### config.mk
export PLATFORM = sky130hd
export DESIGN_NAME = mest_pro_ctrl
export DESIGN_NICKNAME = d
export VERILOG_FILES = /design/src/rtl/mest_pro_ctrl.sv
export SDC_FILE = /design/constraint.sdc
export NUM_CORES = 1
export LEC_CHECK = 0
export ABC_AREA = 1
export BUFFER_PORTS_ARGS = -buffer_cell sky130_fd_sc_hd__buf_2
export CORE_MARGIN = 3
export CORE_UTILIZATION = 55
export DETAILED_ROUTE_END_ITERATION = 16
export HOLD_SLACK_MARGIN = 0.02
export PLACE_DENSITY = 0.88
export REMOVE_ABC_BUFFERS = 1
export SETUP_SLACK_MARGIN = 0.4
export SYNTH_ARGS = -nofsm -noshare
export SYNTH_HDL_FRONTEND = slang
export SYNTH_SLANG_ARGS = --single-unit
### constraint.sdc
create_clock -name clk -period 2.1 [get_ports clk]
set_input_delay 0.105 -clock clk [delete_from_list [all_inputs] [get_ports clk]]
set_output_delay 0.105 -clock clk [all_outputs]
set_load 0.005 [all_outputs]
### src/rtl/mest_pro_ctrl.sv
// MEST Pro fetch/decode/issue sequencer: ROM fetch, 4x8 register file, execute handshake, retire.
// Optional return stack enabled by defining MEST_PRO_CTRL_LINK_STACK_EN (default: single link register).
module mest_pro_ctrl #(
  parameter int DATA_W      = 8,
  parameter int PC_W        = 8,
  parameter int STACK_DEPTH = 4
) (
  input  logic              clk,
  input  logic              i_reset_n,
  input  logic              i_start,
  output logic [PC_W-1:0]   o_pm_addr,
  input  logic [15:0]       i_pm_data,
  output logic              o_execute,
  output logic [3:0]        o_op_code,
  output logic [DATA_W-1:0] o_operand1,
  output logic [DATA_W-1:0] o_operand2,
  input  logic              i_exec_done,
  input  logic [DATA_W-1:0] i_result,
  input  logic              i_carry,
  input  logic              i_zero_flag,
  input  logic              i_jump,
  input  logic              i_return_pc,
  input  logic              i_end_of_code,
  output logic              o_carry_flag,
  output logic              o_zero_flag,
  output logic              o_busy,
  output logic              o_halted
);

  // state    | meaning
  // S_IDLE   | out of reset, waiting for i_start
  // S_FETCH  | PC on o_pm_addr, ROM read in flight
  // S_DECODE | ROM word valid, captured at edge with operands
  // S_EXEC   | one-cycle execute strobe
  // S_WAIT   | hold issue outputs until i_exec_done, retire at that edge
  // S_HALT   | end-of-code retired, waiting for i_start
  typedef enum logic [2:0] {
    S_IDLE, S_FETCH, S_DECODE, S_EXEC, S_WAIT, S_HALT
  } state_t;

  state_t state, state_nxt;

  logic [PC_W-1:0]   pc, pc_inc, link_pop;
  logic [DATA_W-1:0] rf [4];
  logic [1:0]        rd_q;
  logic [7:0]        imm_q;
  logic              restart, retire, do_push;

  if (STACK_DEPTH < 1) begin : g_depth_check
    $error("STACK_DEPTH must be at least 1");
  end

  assign restart = ((state == S_IDLE) || (state == S_HALT)) && i_start;
  assign retire  = (state == S_WAIT) && i_exec_done;
  assign do_push = retire && !i_end_of_code && i_jump;
  assign pc_inc  = pc + PC_W'(1);

  always_ff @(posedge clk or negedge i_reset_n) begin
    if (!i_reset_n) state <= S_IDLE;
    else            state <= state_nxt;
  end

  always_comb begin
    state_nxt = state;
    case (state)
      S_IDLE, S_HALT: if (i_start) state_nxt = S_FETCH;
      S_FETCH:        state_nxt = S_DECODE;
      S_DECODE:       state_nxt = S_EXEC;
      S_EXEC:         state_nxt = S_WAIT;
      S_WAIT:         if (i_exec_done) state_nxt = i_end_of_code ? S_HALT : S_FETCH;
      default:        state_nxt = S_IDLE;
    endcase
  end

  assign o_pm_addr = pc;
  assign o_execute = (state == S_EXEC);
  assign o_busy    = (state == S_FETCH) || (state == S_DECODE) ||
                     (state == S_EXEC)  || (state == S_WAIT);
  assign o_halted  = (state == S_HALT);

  always_ff @(posedge clk or negedge i_reset_n) begin
    if (!i_reset_n) begin
      pc           <= '0;
      for (int i = 0; i < 4; i++) rf[i] <= '0;
      o_carry_flag <= 1'b0;
      o_zero_flag  <= 1'b0;
      o_op_code    <= '0;
      o_operand1   <= '0;
      o_operand2   <= '0;
      rd_q         <= '0;
      imm_q        <= '0;
    end else begin
      if (restart) pc <= '0;
      if (state == S_DECODE) begin
        o_op_code  <= i_pm_data[15:12];
        o_operand1 <= rf[i_pm_data[11:10]];
        o_operand2 <= rf[i_pm_data[9:8]];
        rd_q       <= i_pm_data[11:10];
        imm_q      <= i_pm_data[7:0];
      end
      // end-of-code leaves PC on the halting instruction
      if (retire && !i_end_of_code) begin
        if (i_jump) begin
          pc <= PC_W'(imm_q);
        end else if (i_return_pc) begin
          pc <= link_pop;
        end else begin
          pc <= pc_inc;
          if (!o_op_code[3]) begin
            rf[rd_q]     <= i_result;
            o_carry_flag <= i_carry;
            o_zero_flag  <= i_zero_flag;
          end else if (o_op_code == 4'd10) begin
            rf[rd_q] <= DATA_W'(imm_q);
          end
        end
      end
    end
  end

`ifdef MEST_PRO_CTRL_LINK_STACK_EN
  localparam int SP_W  = (STACK_DEPTH > 1) ? $clog2(STACK_DEPTH) : 1;
  localparam int CNT_W = $clog2(STACK_DEPTH + 1);

  logic [PC_W-1:0]  stk [STACK_DEPTH];
  logic [SP_W-1:0]  sp, sp_inc, sp_dec;
  logic [CNT_W-1:0] cnt;
  logic             do_pop;

  assign do_pop   = retire && !i_end_of_code && !i_jump && i_return_pc;
  assign sp_inc   = (sp == SP_W'(STACK_DEPTH - 1)) ? '0 : sp + SP_W'(1);
  assign sp_dec   = (sp == '0) ? SP_W'(STACK_DEPTH - 1) : sp - SP_W'(1);
  assign link_pop = (cnt == '0) ? '0 : stk[sp_dec];

  // sp is the next write slot; a push when full overwrites the oldest entry
  always_ff @(posedge clk or negedge i_reset_n) begin
    if (!i_reset_n) begin
      for (int i = 0; i < STACK_DEPTH; i++) stk[i] <= '0;
      sp  <= '0;
      cnt <= '0;
    end else if (do_push) begin
      stk[sp] <= pc_inc;
      sp      <= sp_inc;
      if (cnt != CNT_W'(STACK_DEPTH)) cnt <= cnt + CNT_W'(1);
    end else if (do_pop && (cnt != '0)) begin
      sp  <= sp_dec;
      cnt <= cnt - CNT_W'(1);
    end
  end
`else
  logic [PC_W-1:0] link_q;

  assign link_pop = link_q;

  always_ff @(posedge clk or negedge i_reset_n) begin
    if (!i_reset_n)   link_q <= '0;
    else if (do_push) link_q <= pc_inc;
  end
`endif

endmodule

==> qor.txt, run 1 <==
Post-synthesis mux area share: 0
Layout cell share with drive strength beyond 1: 0.165
Die Width: 96.0 um
Fin crit share: 0.759
Area grow syn2layout: 18.0%
Vias in the first global route: 4040
Setup crit end kind: output pin
GR Overflow Total: 0
WP buf/inv: 3
Antenna viol nets, final: 0
Peak fanout along the critical path: 21
Switching fraction of total power: 0.402
Leakage power: 0.00272 uW
Yosys reg bits: 83
Crit Path Class: flop to output pin
Clk sinks: 83
Drt total wl: 11500 um
Comb pwr share: 0.360
Sequential share of power: 0.416
Initial antenna violation count: 0
H-tree levels: 3
GPL Wtd Cong: 0.888
Ports: 66
Die height: 96.0 um
Synthesis Warnings: 0
Initial Util: 0.571
CTS tree: done
Internal power: 3470 uW
Clock-pin slew on the worst setup and hold paths: 0.09 ns
Worst-Skew Late Latency: 0.37 ns
Port Buffers: 65
M3 GR Usage: 0.0360
Ant diodes: 0
Total Routing Usage GR: 0.260
Nets: 703
Complex-gate fraction of the synthesized area: 0.116
Vias: 4401
Psw: 2340 uW
Top delay family on crit path: buffers and inverters
Run status: complete, no violations
Synth Area per Inst: 7.51 um2
Crit path max-delay cell type: dfrtp_2
Crit path required time: 2.00 ns
Synthesized area: 4460 um2
Routed vias/inst: 5.67
Endpoints failing setup: 0
Post-synthesis cell count: 593
Tot Pwr: 5800 uW
P per Cell Area: 1100 nW/um2
Hold Crit Class: input port to flop
Worst VDD drop: 0.000554 V
Max Cap Viol: 0
Initial DRT Pass Iterations: 5
Most common cell after layout, fill and taps aside: nand2_1
Commonest cells after routing, fill and taps aside: nand2_1 (224), dfrtp_1 (81), buf_2 (64), nand3_1 (55), o21ai_0 (45)
RSZ-0062 raised after global routing: no
Cts bufs inserted: 9
Clock network power share: 0.225
Core area: 7810 um2
Post-Route Skew: 0.0126 ns
Post-detailed-route DRC marker count: 0
Slew margin rel.: 0.456
Crit start category: flop
Placed Area: 4830 um2
Die area: 9220 um2
Met1 usage: 0.341
Synth Area in XOR/XNOR: 0.00197
Final instance area: 5260 um2
CTS Buffer Depth: 2
Synthesized-area fraction occupied by adder cells: 0.00281
Most used routing layer: met2
FP Rows: 32
HPWL after DPL: 7690 um
Register area share after synthesis: 0.466
Clock root cell: clkbuf_8
Sequence of cells on the critical path: inv_1 > nand3_1 > buf_6 > nand4_1 > buf_2
Main combinational cell family by area after synthesis: simple AND/OR/NAND/NOR gates
Hold Violations, Final: 0
Routed WL per cell: 14.8 um
Setup TNS Final: 0 ns
M2 GR Usage: 0.431
Slew @ Worst Pin: 0.816 ns
Simple-gate share of the synthesized area: 0.333
Largest net degree at the start of global routing: 64
First-pass GRT wire length: 18600 um
Tmin final: 1.59 ns
Place WS: 0.308 ns
Setup slack after layout: 0.506 ns
Synth cell types: 27
Initial DRC Count: 396
Fmax: 0.627 GHz
CP Data Arrival Time: 1.49 ns
Pins over their slew limit: 0
Critical path's largest stage delay: 0.43 ns
## metrics by stage
stage | utilization | std cells | hold WS, ns
finish | 0.674 | 776 | 0.124
global route | 0.674 | 776 | 0.148
CTS | 0.671 | 774 | 0.117
detailed placement | 0.618 | 741 | 0.248
global placement | 0.618 | 741 | 0.238
floorplan | - | 561 | -0.191
## final cells by class
type	instances	area [um2]
multi-input cells	431	2040
fillers	628	2550
clock buffers	9	124
inverters	47	176
clock inverters	7	98.8
flip-flops and latches	83	2080
well taps	102	128
repair buffers	97	613
## synth_stat cells
cell | count | area share
nand3b_1 | 1 | 0.0017
nor2_2 | 2 | 0.0028
clkbuf_1 | 11 | 0.0093
nand4_1 | 34 | 0.048
a2bb2oi_1 | 1 | 0.0020
nor2_1 | 15 | 0.013
buf_8 | 2 | 0.0067
o21a_1 | 9 | 0.015
o21ai_4 | 1 | 0.0037
o21ai_0 | 45 | 0.051
xnor2_1 | 1 | 0.0020
o211ai_1 | 10 | 0.017
inv_1 | 44 | 0.037
nand3_4 | 2 | 0.0079
nand2_1 | 224 | 0.19
dfrtp_1 | 83 | 0.47
buf_4 | 1 | 0.0017
nand3_1 | 57 | 0.064
inv_2 | 1 | 0.00084
buf_2 | 15 | 0.017
nand3_2 | 1 | 0.0022
clkinv_1 | 2 | 0.0017
ha_1 | 1 | 0.0028
nor2_4 | 2 | 0.0051
a21oi_1 | 25 | 0.028
buf_6 | 2 | 0.0051
buf_1 | 1 | 0.00084
## metal layers
layer	share of wire	routed length, um
met1	0.40	4650
met2	0.49	5670
met3	0.080	926
met4	0.023	265
met5	0	0
## tightest hold or removal path: cells and delay by family
kind / cells / cell delay, ns
and+or+nand+nor: 4 / 0.23
buffers and inverters: 1 / 0.11
## kinds of logic after synthesis
logic type,after synthesis
buffers and inverters,79
DFF,83
AOI/OAI and AO/OA,91
xor gates and xnor gates,1
and+or+nand+nor,338
adders and majority gates,1
## flip-flops by register name, summed over array words and instances (netlist names)
signal	cells
rf	32
imm_q	8
link_pop	8
o_operand1	8
o_operand2	8
o_pm_addr	8
o_op_code	4
state	3
rd_q	2
o_carry_flag	1
o_zero_flag	1
## timing repair
item                                    CTS  global route
endpoints found under the setup margin   33            21
hold buffers                             15             0
gates resized for setup                   5             2
endpoints found under the hold margin    75             0
pin swaps                                 1             1
buffers inserted                          2             2
## power by group through the flow
stage / clock [uW] / sequential (uW) / combinational [uW]
detailed placement: 0 / 2440 / 1980
CTS: 1310 / 2420 / 2040
finish: 1300 / 2410 / 2090
floorplan: 0 / 2390 / 1180
global placement: 0 / 2410 / 1900
global route: 1360 / 2470 / 2360
## worst paths after layout
path                       slack [ns]        start  cells past startpoint       endpoint
setup / recovery                 0.51     state[0]                      5         o_busy
hold / removal                   0.12  i_result[5]                      5         rf[21]
setup reg to reg                 0.51     state[0]                      7          rf[5]
hold reg to reg                  0.48        rf[0]                      2          rf[0]
max in group asynchronous        0.98    i_reset_n                      3       imm_q[2]
min in group asynchronous        0.37    i_reset_n                      2  o_operand1[0]
(Power assumes the default switching activity.)
==> run 2, diff against run 1 <==
--- a/config.mk
+++ b/config.mk
@@ -8,7 +8,7 @@
 export ABC_AREA = 1
 export BUFFER_PORTS_ARGS = -buffer_cell sky130_fd_sc_hd__buf_2
 export CORE_MARGIN = 3
-export CORE_UTILIZATION = 55
+export CORE_UTILIZATION = 52
 export DETAILED_ROUTE_END_ITERATION = 16
 export HOLD_SLACK_MARGIN = 0.02
 export PLACE_DENSITY = 0.88
==> constraint.sdc (replaced) <==
create_clock -name clk -period 1.4 [get_ports clk]
set_input_delay 0.07 -clock clk [delete_from_list [all_inputs] [get_ports clk]]
set_output_delay 0.07 -clock clk [all_outputs]
set_load 0.005 [all_outputs]
==> qor.txt, run 2 (synthesis results as in run 1) <==
Run status: finished, violations left (was complete, no violations)
Failing checks: setup timing
CTS Buffer Depth: 2 (unchanged)
Crit path required time: 1.64 ns (was 2.00 ns)
Die height: 98.6 um (was 96.0 um)
Endpoints failing setup: 47 (was 0)
Worst VDD drop: 0.00122 V (was 0.000554 V)
Routed WL per cell: 18.6 um (was 14.8 um)
Crit start category: flop (unchanged)
Crit Path Class: flop to flop (was flop to output pin)
Most common cell after layout, fill and taps aside: nand2_1 (unchanged)
Leakage power: 0.00299 uW (was 0.00272 uW)
Worst-Skew Late Latency: 0.37 ns (about the same)
Area grow syn2layout: 32.6% (was 18.0%)
Tot Pwr: 10300 uW (was 5800 uW)
GPL Wtd Cong: 0.943 (was 0.888)
Placed Area: 4970 um2 (was 4830 um2)
R2r startpoint: state[1] (was state[0])
Antenna viol nets, final: 0 (unchanged)
Peak fanout along the critical path: 8 (was 21)
H-tree levels: 3 (unchanged)
Fin crit share: 1.13
R2r setup slk: -0.19 ns (was 0.51 ns)
Routed vias/inst: 6.08 (was 5.67)
Initial antenna violation count: 0 (unchanged)
Setup crit end kind: flop (was output pin)
Total Routing Usage GR: 0.302 (was 0.260)
First-pass GRT wire length: 23300 um (was 18600 um)
Initial DRC Count: 718 (was 396)
Place WS: -0.0416 ns (was 0.308 ns)
Core area: 8260 um2 (was 7810 um2)
Biggest register: rf (unchanged)
Port Buffers: 65 (unchanged)
Post-Route Skew: 0.0169 ns (was 0.0126 ns)
HPWL after DPL: 8310 um (was 7690 um)
Ant diodes: 0 (unchanged)
P per Cell Area: 1750 nW/um2 (was 1100 nW/um2)
Clock root cell: clkbuf_8 (unchanged)
Clock-pin slew on the worst setup and hold paths: 0.08 ns (was 0.09 ns)
FP Rows: 33 (was 32)
Slew margin rel.: 0.626 (was 0.456)
Drt total wl: 15100 um (was 11500 um)
Final instance area: 5910 um2 (was 5260 um2)
Ports: 66 (unchanged)
Nets: 737 (was 703)
CP Capture Point: rf[27] (was o_busy)
Initial DRT Pass Iterations: 6 (was 5)
Placed cells: 758 (was 741)
RSZ-0062 raised after global routing: yes (was no)
Die area: 9720 um2 (was 9220 um2)
Pins over their slew limit: 0 (unchanged)
Die Width: 98.6 um (was 96.0 um)
Fmax: 0.630 GHz
Fin cells: 813 (was 776)
Setup slack after layout: -0.188 ns (was 0.506 ns)
Setup TNS Final: -4.28 ns (was 0 ns)
Cts bufs inserted: 9 (unchanged)
Layout cell share with drive strength beyond 1: 0.254 (was 0.165)
CTS tree: done (unchanged)
Max Cap Viol: 0 (unchanged)
Tmin final: 1.59 ns
RR Endpoint: rf[27] (was rf[5])
GR Overflow Total: 0 (unchanged)
Post-detailed-route DRC marker count: 0 (unchanged)
Max reg flops: 32 (unchanged)
Vias in the first global route: 4856 (was 4040)
Hold Violations, Final: 0 (unchanged)
Clk sinks: 83 (unchanged)
Largest net degree at the start of global routing: 36 (was 64)
Slew @ Worst Pin: 0.561 ns (was 0.816 ns)
CP Data Arrival Time: 1.83 ns (was 1.49 ns)
Vias: 4940 (was 4401)
Commonest cells after routing, fill and taps aside: nand2_1 (208), dfrtp_1 (77), buf_2 (61), nand3_1 (51), inv_1 (40) (was nand2_1 (224), dfrtp_1 (81), buf_2 (64), nand3_1 (55), o21ai_0 (45))
Initial Util: 0.540 (was 0.571)
Hold Crit Class: input port to flop (unchanged)
CP startpoint: state[1] (was state[0])
Worst R2R Path Depth: 8 (was 7)
-- run 2: changes by cell type in the layout (fill, tap and decap cells not counted), moves of 4 or more --
cell | previous run | this run
buf_4 | 16 | 29
o21ai_0 | 45 | 37
nand2_1 | 224 | 208
nand3_1 | 55 | 51
dfrtp_1 | 81 | 77
dfrtp_2 | 2 | 6
buf_12 | 0 | 5
inv_1 | 44 | 40
buf_6 | 2 | 12
o21ai_1 | 0 | 5
nand2_2 | 0 | 14
-- run 2: metrics by stage --
step,utilization,hold slack (ns)
final,0.715,0.0801
after global routing,0.715,0.102
after CTS,0.696,0.0752
after detailed placement,0.602,0.0243
after global placement,0.602,0.0140
after floorplan,-,-0.226
-- run 2: worst min-delay path by stage --
stage	slack [ns]	end	depth (start not counted)	start
after global routing	0.10	state[0]	4	i_exec_done
after CTS	0.08	o_pm_addr[3]	4	i_return_pc
after global placement	0.01	o_operand2[7]	1	i_reset_n
after detailed placement	0.02	o_operand1[7]	1	i_reset_n
final	0.08	state[2]	4	i_exec_done
after floorplan	-0.23	imm_q[0]	0	i_reset_n
-- run 2: routing by layer --
layer	vias to the layer above	global-route usage	wire length, um
li1	2176	-	-
met1	2290	0.356	5300
met2	393	0.506	7270
met3	81	0.0743	1750
met4	0	0.168	770
met5	-	0	0
-- run 2: cell type report --
| type | instances | area, um2 |
|---|---|---|
| multi-input cells | 431 | 2150 |
| clock buffers | 9 | 124 |
| clock inverters | 7 | 98.8 |
| repair buffers | 131 | 1130 |
| fillers | 588 | 2350 |
| well taps | 105 | 131 |
| flip-flops and latches | 83 | 2080 |
| inverters | 47 | 186 |
-- run 2: worst max-delay path, stage by stage, from the launching register on --
cell and delay [ns]:
dfrtp_1 0.40, buf_6 0.12, nor2_4 0.11, nand3_4 0.10
nor2_4 0.20, buf_6 0.16, nand3_4 0.17, nand2_2 0.11
nand2_1 0.08
-- run 2: where the power goes --
part	total [uW]	internal, uW	leakage, uW	switching [uW]
Sequential	3630	3040	0.00108	592
Combinational	4750	2120	0.00180	2630
Clock	1940	1020	0.000110	928
Total	10300	6180	0.00299	4150
-- run 2: repair_timing --
item | 4_1_cts | 5_1_grt
pin swaps | 4 | 3
setup buffers | 11 | 5
hold buffers | 15 | 0
hold endpoints to repair | 97 | 0
gates resized for setup | 57 | 25
setup endpoints to repair | 95 | 97
gates cloned | 6 | 2
==> run 3, diff against run 2 <==
--- a/config.mk
+++ b/config.mk
@@ -8,12 +8,11 @@
 export ABC_AREA = 1
 export BUFFER_PORTS_ARGS = -buffer_cell sky130_fd_sc_hd__buf_2
 export CORE_MARGIN = 3
-export CORE_UTILIZATION = 52
+export CORE_UTILIZATION = 55
 export DETAILED_ROUTE_END_ITERATION = 16
 export HOLD_SLACK_MARGIN = 0.02
 export PLACE_DENSITY = 0.88
 export REMOVE_ABC_BUFFERS = 1
-export SETUP_SLACK_MARGIN = 0.4
 export SYNTH_ARGS = -nofsm -noshare
 export SYNTH_HDL_FRONTEND = slang
 export SYNTH_SLANG_ARGS = --single-unit
==> constraint.sdc (replaced) <==
create_clock -name clk -period 1.95 [get_ports clk]
set_input_delay 0.0975 -clock clk [delete_from_list [all_inputs] [get_ports clk]]
set_output_delay 0.0975 -clock clk [all_outputs]
set_load 0.005 [all_outputs]
==> qor.txt, run 3 (synthesis results as in run 1) <==
CP Data Arrival Time: 1.62 ns (was 1.83 ns)
Initial DRC Count: 441 (was 718)
Clk sinks: 83 (unchanged)
Tmin final: 1.72 ns
Max Cap Viol: 0 (unchanged)
CTS Buffer Depth: 2 (unchanged)
Top delay family on crit path: buffers and inverters (was simple AND/OR/NAND/NOR gates)
Crit path required time: 1.85 ns (was 1.64 ns)
Cts bufs inserted: 9 (unchanged)
Sequence of cells on the critical path: inv_2 > nand3_1 > buf_4 > nand4_1 > buf_2 (was buf_6 > nor2_4 > nand3_4 > nor2_4 > buf_6 > nand3_4 > nand2_2 > nand2_1)
Hold path start: i_result[3] (was i_exec_done)
Vias in the first global route: 4073 (was 4856)
Post-CTS sizing: 0 (was 57)
Hold Crit Class: input port to flop (unchanged)
Initial DRT Pass Iterations: 5 (was 6)
RR Endpoint: rf[8] (was rf[27])
Drt total wl: 11500 um (was 15100 um)
Peak fanout along the critical path: 21 (was 8)
Vias: 4430 (was 4940)
Fmax: 0.582 GHz
WHS: 0.111 ns (was 0.0801 ns)
Pins over their slew limit: 0 (unchanged)
Most common cell after layout, fill and taps aside: nand2_1 (unchanged)
M1 wire length: 4850 um (was 5300 um)
Commonest cells after routing, fill and taps aside: nand2_1 (224), dfrtp_1 (83), buf_2 (64), nand3_1 (57), o21ai_0 (45) (was nand2_1 (208), dfrtp_1 (77), buf_2 (61), nand3_1 (51), inv_1 (40))
Endpoints failing setup: 0 (was 47)
First-pass GRT wire length: 19100 um (was 23300 um)
P per Cell Area: 1220 nW/um2 (was 1750 nW/um2)
Crit start category: flop (unchanged)
GR Overflow Total: 0 (unchanged)
GPL Wtd Cong: 0.918 (was 0.943)
Total Routing Usage GR: 0.264 (was 0.302)
Ant diodes: 0 (unchanged)
Critical path's largest stage delay: 0.51 ns (was 0.40 ns)
Initial antenna violation count: 0 (unchanged)
Post-detailed-route DRC marker count: 0 (unchanged)
Fin crit share: 0.881
Worst R2R Path Depth: 6 (was 8)
Setup crit end kind: output pin (was flop)
Area grow syn2layout: 18.1% (was 32.6%)
Largest net degree at the start of global routing: 48 (was 36)
Post-Route Skew: 0.0123 ns (was 0.0169 ns)
Place WS: 0.382 ns (was -0.0416 ns)
Initial Util: 0.571 (was 0.540)
Placed Area: 4860 um2 (was 4970 um2)
Biggest register: rf (unchanged)
Met3 WL post-DR: 788 um (was 1750 um)
Setup TNS Final: 0 ns (was -4.28 ns)
Die area: 9220 um2 (was 9720 um2)
R2r startpoint: state[0] (was state[1])
Final instance area: 5260 um2 (was 5910 um2)
Post-Route Utilization: 0.674 (was 0.715)
RSZ-0062 raised after global routing: no (was yes)
Hold path depth: 5 (was 4)
Worst VDD drop: 0.000647 V (was 0.00122 V)
Slew @ Worst Pin: 0.506 ns (was 0.561 ns)
Routed WL per cell: 14.9 um (was 18.6 um)
Worst-Skew Late Latency: 0.36 ns (was 0.37 ns)
Crit path max-delay cell type: dfrtp_1 (unchanged)
Slew margin rel.: 0.659 (was 0.626)
Clock root cell: clkbuf_8 (unchanged)
Layout cell share with drive strength beyond 1: 0.155 (was 0.254)
Clock-pin slew on the worst setup and hold paths: 0.10 ns (was 0.08 ns)
CTS tree: done (unchanged)
Hold Violations, Final: 0 (unchanged)
WP buf/inv: 3 (was 2)
Core area: 7810 um2 (was 8260 um2)
Setup slack after layout: 0.232 ns (was -0.188 ns)
Run status: complete, no violations (was finished, violations left)
WHS Endpoint: rf[19] (was state[2])
H-tree levels: 3 (unchanged)
R2r setup slk: 0.34 ns (was -0.19 ns)
Routed vias/inst: 5.73 (was 6.08)
Leakage power: 0.00272 uW (was 0.00299 uW)
FP Rows: 32 (was 33)
HPWL after DPL: 7830 um (was 8310 um)
Ports: 66 (unchanged)
Crit Path Class: flop to output pin (was flop to flop)
Die Width: 96.0 um (was 98.6 um)
Die height: 96.0 um (was 98.6 um)
Max reg flops: 32 (unchanged)
Port Buffers: 65 (unchanged)
Antenna viol nets, final: 0 (unchanged)
Top layer reached by signal wires: met4 (unchanged)
Wire length on met2: 5640 um (was 7270 um)
Nets: 700 (was 737)
## run 3: layout make-up
class,count,area (um2)
Tap cell,102,128
Clock inverter,7,128
Inverter,47,176
Sequential cell,83,2080
Clock buffer,9,124
Timing Repair Buffer,94,608
Multi-Input combinational cell,431,2020
Fill cell,644,2540
## run 3: worst min-delay path, stage by stage
cell and delay (ns):
buf_2 0.10, nand3_1 0.07, nand2_1 0.05, nand4_1 0.08, nand2_1 0.04
## run 3: what timing repair did
action | CTS | global route
endpoints found under the hold margin | 50 | 0
setup buffers | 0 | 0
hold buffers | 15 | 0
## run 3: routing by layer
layer,vias up,track usage
met5,-,0
met3,29,0.0344
met2,220,0.437
li1,2109,-
met1,2072,0.354
met4,0,0.102
## run 3: worst max-delay path by stage
stage | slack (ns) | endpoint | from | depth (start not counted)
6_report | 0.23 | o_busy | state[2] | 5
3_3_place_gp | 0.45 | rf[8] | state[0] | 6
2_1_floorplan | -0.09 | o_operand1[3] | state[2] | 5
5_1_grt | 0.13 | o_busy | state[2] | 5
4_1_cts | 0.24 | o_busy | state[2] | 5
3_5_place_dp | 0.38 | rf[11] | state[0] | 6
## run 3: where the power goes
part / switching, uW / internal [uW] / leakage (uW)
Combinational: 1420 / 845 / 0.00150
Sequential: 416 / 2170 / 0.00109
Clock: 684 / 874 / 0.000127
Total: 2520 / 3890 / 0.00272
## run 3: stage by stage
step,total power [uW],instances
floorplan,3840,561
global placement,4710,742
detailed placement,4830,742
CTS,6420,773
global route,6850,773
finish,6420,773
